--- src/rtl/smp_mixer_pkg.sv ---
// smp_mixer_pkg
//   Shared types and width helpers for the sample mixer and its trigger
//   generator.
//   - mix_state_t : mixer FSM state encoding
//   - clog2_min1  : index/counter width, never below one bit
//   - gain_unity  : unity gain code for a Q1.(GAIN_W-1) gain
//   - acc_width   : accumulator width that cannot overflow for CH_N voices
package smp_mixer_pkg;

  typedef enum logic [2:0] {
    ST_IDLE = 3'd0,
    ST_WAIT = 3'd1,
    ST_ACC  = 3'd2,
    ST_SAT  = 3'd3,
    ST_OUT  = 3'd4
  } mix_state_t;

  localparam int SMP_W_DEFAULT = 18;

  function automatic int clog2_min1(input int n);
    return (n <= 2) ? 1 : $clog2(n);
  endfunction

  function automatic int gain_unity(input int gain_w);
    return 1 << (gain_w - 1);
  endfunction

  // One bit for the gain's extra headroom (gain < 2.0), one spare, plus
  // log2 of the number of voices summed.
  function automatic int acc_width(input int smp_w, input int ch_n);
    return smp_w + 2 + $clog2(ch_n);
  endfunction

endpackage

--- src/rtl/smp_trig_gen.sv ---
// smp_trig_gen
//   Free-running frame counter that produces the sample-rate strobe.
//   The counter runs 0..TRIG_DIV-1 and wraps; the strobe is registered from
//   counter==1, so the first pulse appears after the second clock edge
//   following reset release and repeats every TRIG_DIV cycles.
// Ports
//   clk      : system clock
//   reset    : asynchronous, active-high reset
//   smp_trig : one-cycle frame strobe
module smp_trig_gen
  import smp_mixer_pkg::*;
#(
  parameter int TRIG_DIV = 2083
) (
  input  logic clk,
  input  logic reset,
  output logic smp_trig
);

  localparam int CNT_W = clog2_min1(TRIG_DIV);

  logic [CNT_W-1:0] trig_cnt;

  always_ff @(posedge clk or posedge reset) begin
    if (reset) begin
      trig_cnt <= '0;
      smp_trig <= 1'b0;
    end else begin
      if (trig_cnt == CNT_W'(TRIG_DIV - 1)) begin
        trig_cnt <= '0;
      end else begin
        trig_cnt <= trig_cnt + 1'b1;
      end
      smp_trig <= (trig_cnt == CNT_W'(1));
    end
  end

endmodule

--- src/rtl/smp_mixer.sv ---
// smp_mixer
//   Mixes CH_N stereo generator voices into one stereo stream. Owns the frame
//   trigger, latches each voice as it arrives, and once all voices are in
//   (or WAIT_MAX cycles pass) scales each voice by its gain, sums them one
//   voice per cycle, saturates and presents the result with a ready pulse.
// Ports
//   clk, reset        : clock, asynchronous active-high reset
//   smp_trig          : one-cycle frame strobe to the generators
//   ch_rdy/ch_l/ch_r  : per-voice valid pulse and packed stereo samples
//   gain_we/ch/val    : gain register write port
//   flag_clr          : clears miss_flags and overrun
//   mix_rdy/mix_l/r   : one-cycle ready pulse and mixed stereo sample
//   miss_flags        : sticky, voice was absent when a timed-out mix began
//   overrun           : sticky, a frame strobe arrived while a mix was busy
//
// state   | meaning
// --------+-----------------------------------------------------------
// IDLE    | waiting for smp_trig
// WAIT    | collecting voices; leaves when all valid or on timeout
// ACC     | one voice per cycle: scale by gain and add into L/R sums
// SAT     | clamp sums to the output range
// OUT     | publish mix_l/mix_r with a one-cycle mix_rdy
module smp_mixer
  import smp_mixer_pkg::*;
#(
  parameter int CH_N     = 4,
  parameter int SMP_W    = SMP_W_DEFAULT,
  parameter int GAIN_W   = 8,
  parameter int TRIG_DIV = 2083,
  parameter int WAIT_MAX = 2000
) (
  input  logic                          clk,
  input  logic                          reset,
  output logic                          smp_trig,
  input  logic [CH_N-1:0]               ch_rdy,
  input  logic [CH_N*SMP_W-1:0]         ch_l,
  input  logic [CH_N*SMP_W-1:0]         ch_r,
  input  logic                          gain_we,
  input  logic [clog2_min1(CH_N)-1:0]   gain_ch,
  input  logic [GAIN_W-1:0]             gain_val,
  input  logic                          flag_clr,
  output logic                          mix_rdy,
  output logic signed [SMP_W-1:0]       mix_l,
  output logic signed [SMP_W-1:0]       mix_r,
  output logic [CH_N-1:0]               miss_flags,
  output logic                          overrun
);

  localparam int CH_W   = clog2_min1(CH_N);
  localparam int WT_W   = clog2_min1(WAIT_MAX);
  localparam int ACC_W  = acc_width(SMP_W, CH_N);
  localparam int PROD_W = SMP_W + GAIN_W + 1;
  localparam logic [GAIN_W-1:0] GAIN_UNITY = GAIN_W'(gain_unity(GAIN_W));
  localparam logic signed [ACC_W-1:0] SAT_MAX = ACC_W'((2 ** (SMP_W - 1)) - 1);
  localparam logic signed [ACC_W-1:0] SAT_MIN = ~SAT_MAX;

  mix_state_t state;

  logic signed [SMP_W-1:0]  hold_l [CH_N];
  logic signed [SMP_W-1:0]  hold_r [CH_N];
  logic [CH_N-1:0]          valid;
  logic [GAIN_W-1:0]        gain   [CH_N];

  logic [WT_W-1:0]          wait_tmr;
  logic [CH_W-1:0]          acc_k;
  logic signed [ACC_W-1:0]  acc_l, acc_r;
  logic signed [SMP_W-1:0]  sat_l, sat_r;

  logic signed [SMP_W-1:0]  sel_l, sel_r;
  logic signed [GAIN_W:0]   gain_s;
  logic signed [PROD_W-1:0] prod_l, prod_r;
  logic signed [PROD_W-1:0] term_l, term_r;
  logic signed [SMP_W-1:0]  clamp_l, clamp_r;
  logic                     timeout;

  smp_trig_gen #(
    .TRIG_DIV (TRIG_DIV)
  ) u_trig (
    .clk      (clk),
    .reset    (reset),
    .smp_trig (smp_trig)
  );

  // Voice capture. A new sample arriving in the cycle its voice is consumed
  // keeps the valid bit set; the mix in progress already read the old data.
  always_ff @(posedge clk or posedge reset) begin
    if (reset) begin
      valid <= '0;
      for (int i = 0; i < CH_N; i++) begin
        hold_l[i] <= '0;
        hold_r[i] <= '0;
      end
    end else begin
      for (int i = 0; i < CH_N; i++) begin
        if (ch_rdy[i]) begin
          hold_l[i] <= ch_l[i*SMP_W +: SMP_W];
          hold_r[i] <= ch_r[i*SMP_W +: SMP_W];
          valid[i]  <= 1'b1;
        end else if (state == ST_ACC && acc_k == CH_W'(i)) begin
          valid[i]  <= 1'b0;
        end
      end
    end
  end

  // Gain registers. Out-of-range channel indices are dropped.
  always_ff @(posedge clk or posedge reset) begin
    if (reset) begin
      for (int i = 0; i < CH_N; i++) begin
        gain[i] <= GAIN_UNITY;
      end
    end else if (gain_we && (32'(gain_ch) < CH_N)) begin
      gain[gain_ch] <= gain_val;
    end
  end

  // Scaled contribution of the voice selected by acc_k. The arithmetic shift
  // rounds toward minus infinity.
  always_comb begin
    sel_l  = valid[acc_k] ? hold_l[acc_k] : '0;
    sel_r  = valid[acc_k] ? hold_r[acc_k] : '0;
    gain_s = $signed({1'b0, gain[acc_k]});
    prod_l = PROD_W'(sel_l) * PROD_W'(gain_s);
    prod_r = PROD_W'(sel_r) * PROD_W'(gain_s);
    term_l = prod_l >>> (GAIN_W - 1);
    term_r = prod_r >>> (GAIN_W - 1);
  end

  always_comb begin
    if (acc_l > SAT_MAX) begin
      clamp_l = SAT_MAX[SMP_W-1:0];
    end else if (acc_l < SAT_MIN) begin
      clamp_l = SAT_MIN[SMP_W-1:0];
    end else begin
      clamp_l = acc_l[SMP_W-1:0];
    end
    if (acc_r > SAT_MAX) begin
      clamp_r = SAT_MAX[SMP_W-1:0];
    end else if (acc_r < SAT_MIN) begin
      clamp_r = SAT_MIN[SMP_W-1:0];
    end else begin
      clamp_r = acc_r[SMP_W-1:0];
    end
  end

  // Wait timer counts down from WAIT_MAX-1; reaching zero ends WAIT on the
  // same cycle an up-count would reach WAIT_MAX-1.
  assign timeout = (state == ST_WAIT) && !(&valid) && (wait_tmr == '0);

  always_ff @(posedge clk or posedge reset) begin
    if (reset) begin
      state      <= ST_IDLE;
      wait_tmr   <= '0;
      acc_k      <= '0;
      acc_l      <= '0;
      acc_r      <= '0;
      sat_l      <= '0;
      sat_r      <= '0;
      mix_l      <= '0;
      mix_r      <= '0;
      mix_rdy    <= 1'b0;
      miss_flags <= '0;
      overrun    <= 1'b0;
    end else begin
      mix_rdy <= 1'b0;

      // Sticky flags: a set in the same cycle as flag_clr survives.
      miss_flags <= (flag_clr ? '0 : miss_flags) | (timeout ? ~valid : '0);
      overrun    <= (flag_clr ? 1'b0 : overrun) | (smp_trig && state != ST_IDLE);

      case (state)
        ST_IDLE: begin
          if (smp_trig) begin
            wait_tmr <= WT_W'(WAIT_MAX - 1);
            state    <= ST_WAIT;
          end
        end
        ST_WAIT: begin
          if ((&valid) || wait_tmr == '0) begin
            acc_k <= '0;
            acc_l <= '0;
            acc_r <= '0;
            state <= ST_ACC;
          end else begin
            wait_tmr <= wait_tmr - 1'b1;
          end
        end
        ST_ACC: begin
          acc_l <= acc_l + ACC_W'(term_l);
          acc_r <= acc_r + ACC_W'(term_r);
          if (acc_k == CH_W'(CH_N - 1)) begin
            acc_k <= '0;
            state <= ST_SAT;
          end else begin
            acc_k <= acc_k + 1'b1;
          end
        end
        ST_SAT: begin
          sat_l <= clamp_l;
          sat_r <= clamp_r;
          state <= ST_OUT;
        end
        ST_OUT: begin
          // Data and strobe change together so mix_l/mix_r only ever move
          // alongside a mix_rdy pulse.
          mix_l   <= sat_l;
          mix_r   <= sat_r;
          mix_rdy <= 1'b1;
          state   <= ST_IDLE;
        end
        default: state <= ST_IDLE;
      endcase
    end
  end

endmodule
--- config.mk ---
export PLATFORM = sky130hd
export DESIGN_NAME = smp_mixer
export DESIGN_NICKNAME = d
export VERILOG_FILES = /design/src/rtl/smp_mixer_pkg.sv /design/src/rtl/smp_trig_gen.sv /design/src/rtl/smp_mixer.sv
export SDC_FILE = /design/constraint.sdc
export NUM_CORES = 1
export LEC_CHECK = 0
export CAP_MARGIN = 20
export CORE_UTILIZATION = 25
export DETAILED_ROUTE_END_ITERATION = 8
export HOLD_SLACK_MARGIN = 0.15
export PLACE_DENSITY = 0.46
export SLEW_MARGIN = 20
export SYNTH_ARGS = -nofsm -noshare
export SYNTH_HDL_FRONTEND = slang
export SYNTH_SLANG_ARGS = --single-unit
--- constraint.sdc ---
create_clock -name clk -period 14.85 [get_ports clk]
set_clock_uncertainty 0.1 [all_clocks]
set_input_delay 2.97 -clock clk [delete_from_list [all_inputs] [get_ports clk]]
set_output_delay 2.97 -clock clk [all_outputs]
set_load 0.005 [all_outputs]
---- Word level (Yosys, flattened, before mapping) ----
Cells that the tools add are included.
operators by class
  eq/ne operators ......................... 13
  $add $sub $neg .......................... 5
  reduce and logical (&&, ||, !) cells .... 24
  muxes and demuxes ....................... 46
  $mul .................................... 2
  bitwise operators ....................... 5
  magnitude comparators ................... 8
operator list
  operator                                                         number
  two-way mux 18 bit                                               10
  one-hot mux 22 bit (2 select lines)                              2
  binary-select mux 18 bit (select 2 bit)                          2
  multiplier 18 x 9 -> 27 bit                                      2
  adder 22 x 20 -> 22 bit                                          2
  greater-than comparator 22 x 18 -> 1 bit, second input constant  2
  less-than comparator 22 x 18 -> 1 bit, second input constant     2
  bitwise mux 32 bit                                               1
  two-way mux 8 bit                                                3
  two-way mux 11 bit                                               2
  two-way mux 22 bit                                               1
  one-hot mux 11 bit (2 select lines)                              1
  binary-select mux 8 bit (select 2 bit)                           1
  demux 8 bit (select 2 bit)                                       1
  adder 12 x 1 -> 12 bit, second input constant                    1
  == test 12 x 1 -> 1 bit, second input constant                   1
  == test 12 bit, second input constant                            1
  two-way mux 12 bit                                               1
  one-hot mux 3 bit (4 select lines)                               1
  nonzero test 2 bit                                               6
  zero test 11 bit                                                 1
  two-way mux 1 bit                                                11
  subtractor 11 x 1 -> 11 bit, second input constant               1
  two-way mux 3 bit                                                3
  other kinds (28)                                                 44
storage, ports and cells
  bits in registers ....................... 331

---- Logic depth before layout (Yosys ltp) ----
  word-level depth ........................ 8
  gate-level depth with buffers ........... 37
  gate-level depth less buffers ........... 33

---- Cells and area by module ----
A second synthesis with hierarchy kept.
second synthesis, totals
  cells, all modules ...................... 2470
  area, all modules ....................... 25510.7 um2
by module, submodules not included
  module        area each (um2)  cells each  times used  sequential area each (um2)
  smp_mixer     24880.1          2412        1           7962.6
  smp_trig_gen  630.6            58          1           325.3

---- Least setup slack after synthesis ----
Ideal clock, no wire load.
  kind .................................... register to register
  start point ............................. register acc_k[1]
  end point ............................... register acc_l[21]
  data arrival time ....................... 8330 ps
  stages on the path, launching flop included .. 30
  slack ................................... 6289 ps
  path buffers ............................ 4
  cells stage by stage .................... dfrtp_1 -> buf_2 -> buf_2 -> buf_1 -> mux2_2 -> o21ai_1 -> clkbuf_1 -> nor2_1 -> fa_1 -> fa_1 -> fa_1 -> inv_1 -> fa_1 -> inv_1 -> ha_1 -> or3_1 -> a311oi_1 -> nor3_2 -> nor3_1 -> nor3_4 -> a21o_1 -> xor2_1 -> ha_1 -> or4_1 -> a211oi_1 -> o31ai_1 -> o41ai_1 -> mux2_2 -> a211oi_1 -> a31oi_1
between the ends
  cells in the longest elaborated chain, start to end .. 8
  elaborated cells on any way between the ends .. 13
RTL lines
  what                                                   RTL line                            RTL
  from (decl)                                            smp_mixer.sv:65                     logic [CH_W-1:0] acc_k;
  from (signal assigned)                                 smp_mixer.sv:195                    acc_k <= acc_k + 1'b1;
  NOT 2 -> 3 bit (implied by the code)                   smp_mixer.sv:120, smp_mixer.sv:122
  binary-select mux 18 bit (select 2 bit)                smp_mixer.sv:120                    sel_l = valid[acc_k] ? hold_l[acc_k] : '0;
  two-way mux 18 bit (implied by the code) (2 in a row)  smp_mixer.sv:120
  two-way mux 18 bit                                     smp_mixer.sv:120
  multiplier 18 x 9 -> 27 bit (*)                        smp_mixer.sv:123                    prod_l = PROD_W'(sel_l) * PROD_W'(gain_s);
  adder 22 x 20 -> 22 bit (*)                            smp_mixer.sv:189                    acc_l <= acc_l + ACC_W'(term_l);
  one-hot mux 22 bit (2 select lines) (*)                smp_mixer.sv:171                    case (state)
  to (signal assigned)                                   smp_mixer.sv:189
  to (decl)                                              smp_mixer.sv:66                     logic signed [ACC_W-1:0] acc_l, acc_r;
Every way passes the cells marked *; elsewhere a longest branch is shown, timed or not. The select of a mux whose other input is x is not followed.
A chain may end at the register's enable or synchronous reset.

---- Worst setup path after layout ----
Ends and elaborated chain as after synthesis.

==> metrics.csv <==
metric,value,unit
outcome,"complete, no violations",
Tmin final,9.564,ns
core footprint,101900,µm²
Final Hold Vio Count,0,
gp weighted congestion,0.8090,
Rel. slew slack,26.01,%
Peak Freq,104.6,MHz
vias in the first global route,18670,
later-pin clock latency in the skew report,0.58,ns
wire per inst,16.87,µm
All-Layer GR Usage,13.44,%
io pins,205,
first-pass GRT wire length,110000,µm
DRT iter0 DRCs,738,
Synth area leader,dfrtp_1,
Setup crit end kind,flop,
share of layout cells above drive strength 1,13.49,%
total negative setup slack,0,ns
async set-reset flop share out of synthesis,100.0,%
worst min path class,flop to flop,
Least-Margin Pin Slew,1.110,ns
root buf cell,clkbuf_16,
initial antenna violation count,1,
First-pass DRT Iterations,5,
Worst R2R Setup Slack,5.29,ns
period utilisation layout,64.41,%
DRC viols,0,
gr ovfl total,0,
synth-to-layout area growth,19.18,%
CTS Hold Buffers Added,0,
"Setup Fix Bufs, Post-CTS",0,
Post-Syn Nets,3076,
number of synthesized flops with an enable pin,0,
Final Setup Violations,0,
count of input and output buffers,204,
DR vias/cell,4.368,
cts repair resizes,0,
Yosys Warn Count,0,
die area,104300,µm²
sequential share of the synthesized area,32.19,%
"Cell Area, Synth",25740,µm²
CP Launch Type,flop,
DIE HEIGHT,322.9,µm
synth top area cells,"dfrtp_1 32%, fa_1 18%, mux2_2 10%",
WL final,69100,µm
DIE WIDTH,322.9,µm
Synth top area share,31.79,%
Clock Tree Buf Depth,3,
# diodes,0,
clock net sink count,331,
RSZ-0062 raised after global routing,no,
ys flop type,dfrtp_1,
Yosys reg bits,331,
vias,17890,
CP peak stage delay,0.78,ns
Max Slew Vio Count,0,
H-tree Lvls,2,
CTS Buf Count,41,
Max Cap Violations,0,
Post-Syn Instances,2534,
"Arr. time, crit path",9.92,ns
most frequent CP cell,fa_1,
Initial Util,25.27,%
HPWL Detailed,53110,µm
Crit path required time,15.21,ns
# nets final,3245,
Syn Area/Cell,10.16,µm²
Synth cell types,75,
worst-path fanout max,60,
critical path class,flop to flop,
Post-DRT Antenna Nets,0,
clk slew on worst S/H paths,0.07,ns
TritonCTS clock tree,done,
slowest CP cell,dfrtp_4,
num rows,117,
Fillers,10670,
largest net degree at the start of global routing,77,
==> critical path, delay by kind of cell, from the launching register on <==
family / cells / cell delay, ns
xor+xnor: 1 / 0.15
compound gates: 7 / 1.83
simple gates: 7 / 1.99
mux: 2 / 0.75
flops: 1 / 0.78
buf+inv: 5 / 1.26
fa+ha+maj: 6 / 2.54
==> routing by layer <==
| layer | global-route usage (%) | vias up | wire (µm) |
|---|---|---|---|
| met3 | 1.753 | 61 | 2343 |
| met1 | 20.31 | 8835 | 36260 |
| li1 | - | 8683 | - |
| met5 | 0 | - | 0 |
| met4 | 2.728 | 0 | 1043 |
| met2 | 20.30 | 311 | 29450 |
==> flip-flops by register name (all words and copies together), names as in the netlist <==
register / cells
acc_k: 2
acc_l: 22
acc_r: 22
gain: 32
hold_l: 72
hold_r: 72
miss_flags: 4
mix_l: 18
mix_r: 18
mix_rdy: 1
overrun: 1
sat_l: 18
sat_r: 18
state: 3
u_trig.smp_trig: 1
u_trig.trig_cnt: 12
valid: 4
wait_tmr: 11
==> cell families (layout without fill, tap and decap cells) <==
kind of cell    after synthesis  in the layout  synth area share (%)
compound gates              334            334                 8.389
buf+inv                     441            635                 6.547
fa+ha+maj                   380            380                 25.12
xor+xnor                     84             84                 2.858
simple gates                678            678                 11.60
mux                         286            286                 13.29
flops                       331            331                 32.19
==> layout by cell type (no fill, tap or decap), types with 37 or more instances in the layout <==
master             n
clkdlybuf4s50_1  200
nor2_1           192
mux2_2           237
xor2_1            37
dfrtp_1          325
ha_1             152
a21oi_1           61
clkbuf_16         43
xnor2_1           47
o21ai_0          106
fa_1             228
inv_1            339
nand2_1          314
==> synth_stat cells, types with 28 or more instances <==
cell	instances
a21o_1	28
a21oi_1	62
clkbuf_1	84
dfrtp_1	327
fa_1	228
ha_1	152
inv_1	340
mux2_2	237
mux2i_1	28
nand2_1	314
nand3_1	28
nor2_1	192
o21ai_0	109
xnor2_1	47
xor2_1	37
==> through the flow <==
stage	utilization, %	setup slack [ns]	hold WS, ns	cell area [µm²]	std cells
final	30.11	5.286	0.3626	30680	4096
after global routing	30.11	4.508	0.3903	30680	4096
after CTS	30.08	5.202	0.3687	30650	4095
after detailed placement	28.72	5.205	0.3543	29260	4027
after global placement	28.71	4.995	0.3494	29260	4027
after floorplan	-	2.618	0.3331	25740	2534
==> area by class of cell <==
| class | count | area, µm² | share of cell area, % |
|---|---|---|---|
| inverters | 341 | 1287 | 4.196 |
| repair buffers | 226 | 2207 | 7.194 |
| flip-flops and latches | 331 | 8295 | 27.04 |
| clock inverters | 8 | 175.2 | 0.5709 |
| well taps | 1368 | 1712 | 5.579 |
| clock buffers | 60 | 1210 | 3.944 |
| multi-input cells | 1762 | 15790 | 51.48 |
==> worst paths after layout <==
check,end,from,depth (start not counted)
worst max-delay path,acc_l[21]$_DFFE_PP0P_,acc_k[1]$_DFFE_PP0P_,28
worst min-delay path,sat_l[4]$_DFFE_PP0P_,sat_l[4]$_DFFE_PP0P_,2
worst max register to register,acc_l[21]$_DFFE_PP0P_,acc_k[1]$_DFFE_PP0P_,28
worst min register to register,sat_l[4]$_DFFE_PP0P_,sat_l[4]$_DFFE_PP0P_,2
max in group asynchronous,acc_l[20]$_DFFE_PP0P_,reset,5
min in group asynchronous,hold_l[34]$_DFFE_PP0P_,reset,2
Power is left out: the tool's default activity adds up to more than one toggle a clock period on the data nets, which glitch-free logic cannot reach.
==> RTL edit 1 (same flow settings) <==
Change the parameter `GAIN_W` from 8 to 9.
--- a/src/rtl/smp_mixer.sv
+++ b/src/rtl/smp_mixer.sv
@@ -25,7 +25,7 @@
 #(
   parameter int CH_N     = 4,
   parameter int SMP_W    = SMP_W_DEFAULT,
-  parameter int GAIN_W   = 8,
+  parameter int GAIN_W   = 9,
   parameter int TRIG_DIV = 2083,
   parameter int WAIT_MAX = 2000
 ) (
Interface: changed (resized gain_val); port bits go from 205 to 206. The function was not compared with the original's and may differ.
==> RTL edit 1 against the unedited design <==
Die area rose by 5.4%. Sequential cell count rose by 4. Via count rose by 3.4%. Count of clock-buffer cells in the layout fell by 4. Final area rose by 4.9%. Worst setup slack got worse by 620 ps. Hold slack barely moved. Global-route usage fell by 0.14 points. Cell count rose by 3.6%. Area after synthesis rose by 5.4%. Largest cell class unchanged. Routed wire length rose by 3.7%.
Power is not shown: default switching activity piles up to over one toggle a cycle in this logic, so the estimate is an artifact.
==> RTL edit 1: results (changes against the unedited design) <==
Yosys
  – Syn avg cell area: 10.29 um2 (+1.3%)
  – Multiplexer area fraction after synthesis: 0.1279 (-0.005013)
  – Post-synth top cells: 360 x sky130_fd_sc_hd__inv_1, 337 x sky130_fd_sc_hd__nand2_1, 331 x sky130_fd_sc_hd__dfrtp_1, 272 x sky130_fd_sc_hd__fa_1, 239 x sky130_fd_sc_hd__mux2_2
  – Synthesized-area fraction occupied by xor and xnor cells: 0.03185 (+0.003274)
  – Post-synthesis async set-or-reset flop share: 1.000 (unchanged)
  – Post-Synth Adder-Cell Area: 0.2799 (+0.02871)
  – Post-Synthesis Net Count: 3,244 (+5.5%)
  – Synth top area cells: sky130_fd_sc_hd__dfrtp_1 31%, sky130_fd_sc_hd__fa_1 20%, sky130_fd_sc_hd__mux2_2 9.9%
  – Library cells used by synthesis: 70 (-6.7%)
  – Portion of the post-synthesis area used by sequential elements: 0.3090 (-0.01292)

Finish
  – NumNets Final: 3,413 (+5.2%)
  – Count of placed standard cells in the final layout, fillers left out: 4,243 (+3.6%)
  – Final cell area excluding filler cells: 32,190 um2 (+4.9%)
  – Share of layout cells above drive strength 1: 0.1370 (+0.002123)
  – Largest registers in the final layout: hold_l (72), hold_r (72), gain (36)

Critical path
  – Data arrival time at the worst-slack endpoint: 10,550 ps (+630 ps)
  – Worst-path fanout max: 27 (-55%)
  – Setup slack of the worst register-to-register path: 4660 ps (-620 ps)
  – Dominant delay contributor by cell family on the critical path: compound AO/OA/AOI/OAI gates
  – Count of cells along the worst register-to-register path: 37 (+32%)

CTS
  – CTS buffer count: 42 (+2.4%)

STA
  – Final clock period utilization by the worst path: 0.6861 (+0.04202)
  – Final Hold Slack: 362.7 ps (+0.06600 ps)

Global routing
  – Wire length of the first global-routing pass: 115.9 mm (+5.4%)
  – Largest net degree at the start of global routing: 83 (+7.8%)
  – Initial antenna violation count: 0 (-1)
  – Number of global-route vias before repair: 19,700 (+5.5%)
  – Total global-route track usage: 0.1330 (-0.001435)

Placement
  – Port Buffers: 205 (+0.49%)
  – Placement-stage cell area: 30,720 um2 (+5.0%)
  – Dpl ws: 4605 ps (-599.5 ps)
  – GPL Wtd Cong: 0.8243 (+1.9%)

Outcome
  – Outcome: completed

Hold path
  – Worst Hold Endpoint: sat_l[1]$_DFFE_PP0P_
  – Launch point of the worst hold path: sat_l[1]$_DFFE_PP0P_

Drt
  – Detailed-route via count: 18,500 (+3.4%)
  – Total Routed Length: 71.67 mm (+3.7%)
  – Violation count after the first detailed-routing iteration: 927 (+26%)
RTL edit 1: cell types whose count changed in the layout (fill, tap and decap cells not counted), sizes merged, moves of 5 or more:
cell | before | now
ha | 152 | 172
nor3 | 27 | 17
a211oi | 10 | 4
xnor2 | 47 | 53
xor2 | 37 | 43
o21bai | 12 | 6
fa | 228 | 272
and2 | 26 | 21
nand2 | 315 | 340
inv | 342 | 362
nand2b | 9 | 18
clkinv | 1 | 12
RTL edit 1: layer usage:
metal | global-route usage | up-vias | wire length [um]
met5 | 0 | - | 0
met4 | 0.03325 | 0 | 1452
met3 | 0.02023 | 72 | 2656
met2 | 0.2002 | 298 | 30830
met1 | 0.1972 | 9174 | 36720
li1 | - | 8957 | -
RTL edit 1: area by class of cell:
cell class	count	area share
inverter	361	0.04233
sequential	335	0.2608
antenna	1	0.00007773
clock buffer	56	0.03712
multi-input combinational	1839	0.5287
clock inverter	21	0.007851
timing repair buffer	227	0.06864
tap	1403	0.05453
==> RTL edit 2 (same flow settings) <==
Without the edit above. Encoding of `mix_state_t`: now one-hot (5 bits for 5 states).
--- a/src/rtl/smp_mixer_pkg.sv
+++ b/src/rtl/smp_mixer_pkg.sv
@@ -7,12 +7,12 @@
 //   - acc_width   : accumulator width that cannot overflow for CH_N voices
 package smp_mixer_pkg;
 
-  typedef enum logic [2:0] {
-    ST_IDLE = 3'd0,
-    ST_WAIT = 3'd1,
-    ST_ACC  = 3'd2,
-    ST_SAT  = 3'd3,
-    ST_OUT  = 3'd4
+  typedef enum logic [4:0] {
+    ST_IDLE = 5'b00001,
+    ST_WAIT = 5'b00010,
+    ST_ACC  = 5'b00100,
+    ST_SAT  = 5'b01000,
+    ST_OUT  = 5'b10000
   } mix_state_t;
 
   localparam int SMP_W_DEFAULT = 18;
Check against the original RTL: no difference found for any inputs over 10 cycles, from zero or initial values and one cycle with reset high; not proved beyond that.
==> RTL edit 2 against the unedited design <==
Routed wire length fell by 4.1%. Die area fell by 0.73%. Via count shrank 1.2%. Area after synthesis shrank 0.73%. Maximum frequency grew 4.7%. Utilization is 0.16 points higher. Non-clock buffer count shrank 3. Sequential share of layout area up 0.33 points. Cell count increased by 0.34%. Worst setup slack better by 430 ps. Sequential cell count increased by 2. Final area fell by 0.60%.
Power is not shown: default switching activity piles up to over one toggle a cycle in this logic, so the estimate is an artifact.
==> RTL edit 2: results (changes against the unedited design) <==
Drt
  – Total Routed Length: 66.26 mm (-4.1%)
  – Detailed-route via count: 17,680 (-1.2%)
  – Detail Route met2 WL: 28.46 mm (-3.4%)
  – Met3 routed WL: 2.588 mm (+10%)

Global routing
  – GR met2 Demand/Resource: 0.1999 (-0.003100)
  – Total global-route track usage: 0.1309 (-0.003443)
  – Met1 Resource Use GR: 0.1938 (-0.009363)
  – Largest net degree at the start of global routing: 149 (+94%)
  – Met3 Track Usage GR: 0.02270 (+0.005168)

Finish
  – NumNets Final: 3,264 (+0.59%)
  – Share of layout cells above drive strength 1: 0.1210 (-0.01394)
  – Non-clock buffer instance count of the final layout: 223 (-1.3%)
  – Combined area of the multi-input logic cells: 15,590 um2 (-1.3%)

Hold path
  – Worst Hold Endpoint: sat_r[15]$_DFFE_PP0P_

Critical path
  – Data arrival time at the worst-slack endpoint: 9480 ps (-440 ps)
  – R2R Path End: acc_r[21]$_DFFE_PP0P_
  – Setup slack of the worst register-to-register path: 5720 ps (+430 ps)
  – CP max-delay cell: sky130_fd_sc_hd__buf_4
  – Worst-path fanout max: 50 (-17%)

Yosys
  – Library cells used by synthesis: 69 (-8.0%)
  – Portion of the post-synthesis area used by sequential elements: 0.3263 (+0.004388)
  – Synth top area cells: sky130_fd_sc_hd__dfrtp_1 32%, sky130_fd_sc_hd__fa_1 18%, sky130_fd_sc_hd__mux2_2 8.7%
  – Post-Synthesis Net Count: 3,098 (+0.72%)

STA
  – Worst Max-Slew Pin Slew: 977.5 ps (-132.4 ps)

Outcome
  – Outcome: completed
[RTL edit 2: logic make-up (layout without fill, tap and decap cells)]
kind of cell,after synthesis,in the layout,share of synthesized area
xor gates and xnor gates,92,92,0.03153
buffers and inverters,438,635,0.06487
DFF,333,333,0.3263
and+or+nand+nor,761,761,0.1297
muxes,243,243,0.1175
AOI/OAI and AO/OA,309,309,0.07707
adders and majority gates,380,380,0.2530
[RTL edit 2: metrics by stage]
stage | area [um2] | worst slack, ps | instances | util
2_1_floorplan | 25550 | 2563 | 2556 | -
3_3_place_gp | 29080 | 5732 | 4035 | 0.2887
3_5_place_dp | 29080 | 5647 | 4035 | 0.2887
4_1_cts | 30490 | 5588 | 4110 | 0.3027
5_1_grt | 30500 | 4891 | 4110 | 0.3028
6_report | 30500 | 5716 | 4110 | 0.3028
[RTL edit 2: worst min-delay path, stage by stage, from the launching register on]
cell	delay (ps)
sky130_fd_sc_hd__dfrtp_1	330
sky130_fd_sc_hd__nand2_1	50
sky130_fd_sc_hd__nand2_1	50
